## src/rtl/ps2_host_tx.sv

```systemverilog
// ps2_host_tx: PS/2 host-to-device command transmitter (inhibit, request-to-send, device-clocked frame, ack).
// Optional single retry on failure when PS2_HOST_TX_RETRY_EN is defined.
module ps2_host_tx #(
    parameter int INHIBIT_CYCLES = 5000,
    parameter int TIMEOUT_CYCLES = 1000000,
    parameter int SYNC_STAGES    = 3
) (
    input  logic       clk,
    input  logic       rst,
    input  logic [7:0] tx_data,
    input  logic       tx_valid,
    output logic       tx_ready,
    input  logic       ps2_clk_in,
    input  logic       ps2_data_in,
    output logic       ps2_clk_oe,
    output logic       ps2_data_oe,
    output logic       busy,
    output logic       done,
    output logic       ack_ok,
    output logic       timeout
);
    localparam int CW = $clog2((TIMEOUT_CYCLES > INHIBIT_CYCLES ? TIMEOUT_CYCLES : INHIBIT_CYCLES) + 1);

    typedef enum logic [2:0] {S_IDLE, S_INHIBIT, S_START, S_SEND, S_ACK, S_WAIT_IDLE} state_t;

    state_t                 r_state;
    logic [SYNC_STAGES-1:0] r_clk_sync, r_data_sync;
    logic                   r_clk_prev;
    logic [7:0]             r_byte;
    logic                   r_par;
    logic [3:0]             r_bit;
    logic [CW-1:0]          r_cnt;
    logic                   r_clk_oe, r_data_oe, r_ready, r_done, r_ack_ok, r_ack, r_timeout;
    logic                   w_clk_s, w_data_s, w_fall, w_live, w_tmo, w_idle_lines, w_fail, w_ok, w_retry;
    logic [9:0]             w_frame;

    assign w_clk_s      = r_clk_sync[SYNC_STAGES-1];
    assign w_data_s     = r_data_sync[SYNC_STAGES-1];
    assign w_fall       = r_clk_prev & ~w_clk_s;
    assign w_live       = (r_state == S_SEND) || (r_state == S_ACK) || (r_state == S_WAIT_IDLE);
    assign w_tmo        = w_live && (r_cnt == CW'(TIMEOUT_CYCLES - 1));
    assign w_idle_lines = (r_state == S_WAIT_IDLE) && w_clk_s && w_data_s;
    assign w_fail       = w_tmo || (w_idle_lines && !r_ack);
    assign w_ok         = !w_tmo && w_idle_lines && r_ack;
    // Bits shifted out on falling edges 1..10: data LSB first, parity, stop.
    assign w_frame      = {1'b1, r_par, r_byte};

`ifdef PS2_HOST_TX_RETRY_EN
    logic r_retry;
    assign w_retry = ~r_retry;
`else
    assign w_retry = 1'b0;
`endif

    assign tx_ready    = r_ready;
    assign ps2_clk_oe  = r_clk_oe;
    assign ps2_data_oe = r_data_oe;
    assign busy        = (r_state != S_IDLE);
    assign done        = r_done;
    assign ack_ok      = r_ack_ok;
    assign timeout     = r_timeout;

    // Sync flops reset high so an idle bus never looks like a falling edge.
    always_ff @(posedge clk) begin
        if (rst) begin
            r_clk_sync  <= '1;
            r_data_sync <= '1;
            r_clk_prev  <= 1'b1;
        end else begin
            r_clk_sync  <= {r_clk_sync[SYNC_STAGES-2:0], ps2_clk_in};
            r_data_sync <= {r_data_sync[SYNC_STAGES-2:0], ps2_data_in};
            r_clk_prev  <= w_clk_s;
        end
    end

    always_ff @(posedge clk) begin
        if (rst) begin
            r_state   <= S_IDLE;
            r_byte    <= '0;
            r_par     <= 1'b0;
            r_bit     <= '0;
            r_cnt     <= '0;
            r_clk_oe  <= 1'b0;
            r_data_oe <= 1'b0;
            r_ready   <= 1'b1;
            r_done    <= 1'b0;
            r_ack_ok  <= 1'b0;
            r_ack     <= 1'b0;
            r_timeout <= 1'b0;
`ifdef PS2_HOST_TX_RETRY_EN
            r_retry   <= 1'b0;
`endif
        end else begin
            r_done    <= 1'b0;
            r_ack_ok  <= 1'b0;
            r_timeout <= 1'b0;
            if (w_fail && w_retry) begin
`ifdef PS2_HOST_TX_RETRY_EN
                r_retry   <= 1'b1;
`endif
                r_state   <= S_INHIBIT;
                r_clk_oe  <= 1'b1;
                r_data_oe <= 1'b0;
                r_cnt     <= '0;
            end else if (w_fail || w_ok) begin
                r_state   <= S_IDLE;
                r_clk_oe  <= 1'b0;
                r_data_oe <= 1'b0;
                r_ready   <= 1'b1;
                r_done    <= !w_tmo;
                r_ack_ok  <= w_ok;
                r_timeout <= w_tmo;
            end else begin
                case (r_state)
                    S_IDLE: if (tx_valid && r_ready) begin
                        r_byte    <= tx_data;
                        r_par     <= ~^tx_data;
                        r_ready   <= 1'b0;
                        r_state   <= S_INHIBIT;
                        r_clk_oe  <= 1'b1;
                        r_data_oe <= 1'b0;
                        r_cnt     <= '0;
`ifdef PS2_HOST_TX_RETRY_EN
                        r_retry   <= 1'b0;
`endif
                    end
                    S_INHIBIT: begin
                        r_cnt <= r_cnt + CW'(1);
                        if (r_cnt == CW'(INHIBIT_CYCLES - 1)) begin
                            r_state   <= S_START;
                            r_data_oe <= 1'b1;
                        end
                    end
                    S_START: begin
                        r_state  <= S_SEND;
                        r_clk_oe <= 1'b0;
                        r_bit    <= '0;
                        r_cnt    <= '0;
                    end
                    S_SEND: begin
                        r_cnt <= r_cnt + CW'(1);
                        if (w_fall && r_bit == 4'd10) begin
                            r_ack   <= ~w_data_s;
                            r_state <= S_ACK;
                        end else if (w_fall) begin
                            r_data_oe <= ~w_frame[r_bit];
                            r_bit     <= r_bit + 4'd1;
                        end
                    end
                    S_ACK: begin
                        r_cnt   <= r_cnt + CW'(1);
                        r_state <= S_WAIT_IDLE;
                    end
                    default: r_cnt <= r_cnt + CW'(1);
                endcase
            end
        end
    end
endmodule
```

## config.mk

```make
export PLATFORM = sky130hd
export DESIGN_NAME = ps2_host_tx
export DESIGN_NICKNAME = d
export VERILOG_FILES = /design/src/rtl/ps2_host_tx.sv
export SDC_FILE = /design/constraint.sdc
export NUM_CORES = 1
export LEC_CHECK = 0
export CAP_MARGIN = 20
export CORE_UTILIZATION = 55
export DETAILED_ROUTE_END_ITERATION = 8
export PLACE_DENSITY = 0.76
export SYNTH_ARGS = -nofsm -noshare
export SYNTH_HDL_FRONTEND = slang
export SYNTH_SLANG_ARGS = --single-unit
```

## constraint.sdc

```tcl
create_clock -name clk -period 4.53 [get_ports clk]
set_input_delay 0.906 -clock clk [delete_from_list [all_inputs] [get_ports clk]]
set_output_delay 0.906 -clock clk [all_outputs]
set_load 0.005 [all_outputs]
```

== Yosys cells after proc, flatten, opt, wreduce, memory -nomap -nowiden ==
Cells that the tools add are included.
Operators by class
  equal/unequal tests: 13
  magnitude comparators: 1
  mux-type cells: 18
  add/subtract/negate cells: 2
  bitwise gates (word level): 5
  reduce and logical (&&, ||, !) cells: 31
Operators by type and width (number)
  one-hot mux 20 bit (2 select lines): 1
  adder 20 x 1 -> 20 bit, second input constant: 1
  equality test 20 x 13 -> 1 bit, second input constant: 1
  equality test 20 bit, second input constant: 1
  two-way mux 20 bit: 1
  one-hot mux 3 bit (5 select lines): 1
  two-way mux 3 bit: 3
  logical AND 1 bit: 8
  two-way mux 4 bit: 2
  != test 2 bit, second input constant: 4
  one-hot mux 4 bit (2 select lines): 1
  AND reduction 4 bit: 2
  XNOR reduction 8 bit: 1
  equality test 3 x 2 -> 1 bit, second input constant: 2
  equality test 3 bit, second input constant: 2
  two-way mux 1 bit: 6
  AND reduction 2 bit: 3
  AND reduction 3 bit: 2
  nonzero test 3 bit: 2
  < comparator 4 x 5 -> 1 bit, second input constant: 1
  AND reduction 5 bit: 1
  nonzero test 5 bit: 1
  adder 4 x 1 -> 4 bit, second input constant: 1
  binary-select mux 1 bit (select 4 bit): 1
  other kinds (12): 21
Storage, ports and cells
  output and inout bits: 7
  register bits after elaboration: 50
  input bits: 13
  logic and storage cells: 85

== Depth between registers and ports, before layout ==
  word-level depth: 10
  depth in mapped cells: 8
  gate-level depth less buffers: 7

== Worst setup path before layout ==
OpenSTA, ideal clock, no wires.
  kind: input-to-reg
  start: input port tx_valid
  end: register r_cnt[18]
  path slack: 2.251 ns
  library setup time: 0.059 ns
  path buffers: 1
  data required time: 4.471 ns
  cell stages on the path: 5
  arrival time: 2.219 ns
  path through: a2111o_1 > a21o_1 > buf_2 > or4_1 > nand2_1
On the way
  cells in the longest elaborated chain, start to end: 3
RTL lines
  start: declaration: RTL line 11  | input logic tx_valid,
  logical AND 1 bit: RTL line 115  | S_IDLE: if (tx_valid && r_ready) begin
  != test 2 bit (no line)
  AND reduction 2 bit (no line)
  end signal: assignment: RTL line 128  | r_cnt <= r_cnt + CW'(1);
  end signal: assignment: RTL line 141  | r_cnt <= r_cnt + CW'(1);
  end signal: assignment: RTL line 151  | r_cnt <= r_cnt + CW'(1);
  end: declaration: RTL line 32  | logic [CW-1:0] r_cnt;
No other way between the ends.
A chain may end at the register's enable or synchronous reset.

== Worst setup path after layout ==
  start: input port tx_valid
  end: register r_cnt[19]
The elaborated chain is that of the path after synthesis.

==> flow_summary.json <==
{
  "layout_min_cycle_time_ns": 2.72,
  "skew_ns": 0.00875,
  "root_buffer": "clkbuf_8",
  "status": "completed",
  "grt_overflow": 0,
  "rsz0062_at_grt": "no",
  "power_mw": 0.811,
  "cts_buffers": 5,
  "final_cell_mix": "dfxtp_1, nand2_1, a21oi_1",
  "hold-worst-slack_ns": 0.415,
  "hp-class": "flop to flop",
  "final-max-slew-violation-count": 0,
  "avgSynthCellArea_um2": 8.81,
  "start_kind": "primary input",
  "synth-xor-area-share_pct": 5.72,
  "die_h_um": 68.7,
  "firstDrtPassIters": 4,
  "clkSlewWorstSetupHoldPaths_ns": 0.09,
  "layout.cells.non_filler": 341,
  "drv_cap": 0,
  "num-nets-final": 306,
  "grt_pass1_wl_um": 7960,
  "crit_fanout": 12,
  "ios": 20,
  "initialDrtViolationCount": 193,
  "dp.cells": 333,
  "yosysUniqueCellTypes": 54,
  "antenna_found_initial": 0,
  "synth_compound_area_share_pct": 15.9,
  "synth_mux_area_share_pct": 2.35,
  "clkPwrFrac_pct": 33.3,
  "synthFlopType": "dfxtp_1",
  "viasPerCell": 5.99,
  "yosysSeqAreaShare_pct": 40.9,
  "slew_headroom_pct": 47.2,
  "synth_top_area_share_pct": 40.9,
  "ys_ff_latch": 50,
  "synthArstFlopShare_pct": 0,
  "synth_warnings": 0,
  "fill_cells": 382,
  "final_layout_size_suffix_gt1_share_pct": 10.3,
  "dp.final_hpwl_um": 3460,
  "busiest_layer": "met2",
  "syn-num-nets": 294,
  "post-route-period-util_pct": 60.0,
  "dpl_worst_slack_ns": 1.50,
  "post_dp_cell_area_um2": 2620,
  "final_util_pct": 65.5,
  "wire_per_inst_um": 14.2,
  "syn-instance-count": 278,
  "die_w_um": 68.7,
  "p_per_area_nw_per_um2": 299,
  "gr-usage-met2_pct": 33.5,
  "cts_tree": "done",
  "setup_viol": 0,
  "rows": 23,
  "layout_commonest_cell": "dfxtp_1",
  "area_growth_syn_to_layout_pct": 10.8,
  "grt_pass1_vias": 1724,
  "endpoint_kind": "flop",
  "slowest_delay_ns": 0.52,
  "worstMarginPinSlew_ns": 0.789,
  "synth_fa_ha_area_share_pct": 1.53,
  "p_leak_nw": 0.948,
  "fin_setup_tns_ns": 0,
  "cp_cell_sequence": "clkdlybuf4s50_1 > a2111o_1 > o21a_1 > nand4_1 > or4_1 > a21oi_1",
  "crit_arrival_ns": 2.96,
  "hold_buffers": 0,
  "grt_max_degree": 25,
  "dieArea_um2": 4720,
  "core_um2": 4140,
  "power_switching_mw": 0.199,
  "initial_core_util_pct": 59.1,
  "place_congestion": 0.835,
  "cts_buffer_depth": 2,
  "r2r_slack_ns": 2.29,
  "postRouteAntennaNets": 0,
  "synth_top_family_by_area": "simple AND/OR/NAND/NOR gates",
  "power_frac_comb_pct": 9.8,
  "finalWorstSetupSlack_ns": 1.81,
  "grt_use_met3_pct": 7.24,
  "yosys.area.top_type": "dfxtp_1",
  "portBuffers": 19,
  "cts_num_sinks": 50,
  "peakVddDrop_mv": 0.242,
  "cts-resized-gates": 0,
  "htreeDepth": 2,
  "required_ns": 4.78,
  "postCtsSetupBuffers": 0,
  "wirelength_um": 4850,
  "cpMaxStageDelayCell": "clkdlybuf4s50_1",
  "synth_edf_count": 0,
  "diodes": 0,
  "insertion_delay_ns": 0.31,
  "grt_usage_pct": 23.2,
  "swShare_pct": 24.5,
  "p_int_mw": 0.612,
  "num_vias": 2042,
  "met1_usage_pct": 31.9,
  "report.final.hold_viol_count": 0,
  "netlist_area_um2": 2450,
  "fin_area_um2": 2710,
  "netlist_top_cells_area": "dfxtp_1, a21oi_1, nand2_1",
  "p_seq_share_pct": 56.9,
  "worstSetupPathType": "primary input to flop",
  "fmax_ghz": 0.368,
  "drcViolationCount": 0,
  "synth-simple-area-share_pct": 29.7
}
## cells in the mapped netlist (all sizes together) (2+ instances only)
cell	count
a41o	2
buf	8
and4	5
or4	9
xor2	8
o31ai	7
nand3	12
dfxtp	50
or3	4
xnor2	8
o211ai	2
clkbuf	6
nor4	2
and2	5
or2	7
ha	3
inv	4
a31oi	5
a21o	3
mux2i	2
nand4	9
o21ai	10
and3b	3
nor2	20
and3	5
nand2b	3
a21oi	27
a211oi	2
nor2b	3
nand2	28
nor3	4
## flip-flops by register name (all words and copies together) (netlist names)
signal / cells
r_clk_prev: 1
r_par: 1
r_bit: 4
r_ack: 1
r_clk_sync: 3
done: 1
tx_ready: 1
r_cnt: 20
ack_ok: 1
r_data_sync: 3
r_byte: 8
ps2_clk_oe: 1
timeout: 1
ps2_data_oe: 1
r_state: 3
## power by group through the flow
stage,Sequential [mW],Clock (mW),Combinational (mW)
floorplan,0.468,0,0.0568
finish,0.462,0.270,0.0797
detailed placement,0.472,0,0.0799
CTS,0.461,0.275,0.0801
global route,0.464,0.290,0.0898
global placement,0.471,0,0.0787
## layout make-up
cell class | count | area [um^2] | area share [%]
multi-input combinational | 210 | 1350 | 49.9
sequential | 50 | 1000 | 36.9
timing repair buffer | 19 | 190 | 7.01
clock buffer | 7 | 86.3 | 3.18
tap | 50 | 62.6 | 2.31
inverter | 4 | 15.0 | 0.554
clock inverter | 1 | 5.00 | 0.185
## logic make-up (layout without fill, tap and decap cells)
family	after synthesis	in the layout
XOR/XNOR	16	16
AND/OR/NAND/NOR	124	124
multiplexers	4	4
buffers and inverters	18	31
AO/OA/AOI/OAI	63	63
adder cells (fa/ha/maj)	3	3
flip-flops	50	50
## path summary, 6_finish.rpt
kind / cells past startpoint / start / endpoint
setup / recovery: 6 / tx_valid / r_cnt[19]
hold reg to reg: 1 / r_data_sync[1] / r_data_sync[2]
hold / removal: 1 / r_data_sync[1] / r_data_sync[2]
setup reg to reg: 5 / r_cnt[6] / r_state[2]
## per-layer routing
layer | share of wire, % | up-vias
li1 | - | 1034
met1 | 49 | 948
met2 | 44 | 51
met3 | 5.4 | 9
met4 | 1.9 | 0
met5 | 0 | -
## critical path, delay by kind of cell
kind | cells | cell delay [ns]
AO/OA/AOI/OAI | 3 | 0.81
buffers and inverters | 1 | 0.52
AND/OR/NAND/NOR | 2 | 0.72
Note: power is estimated with default switching activity, not from simulation.
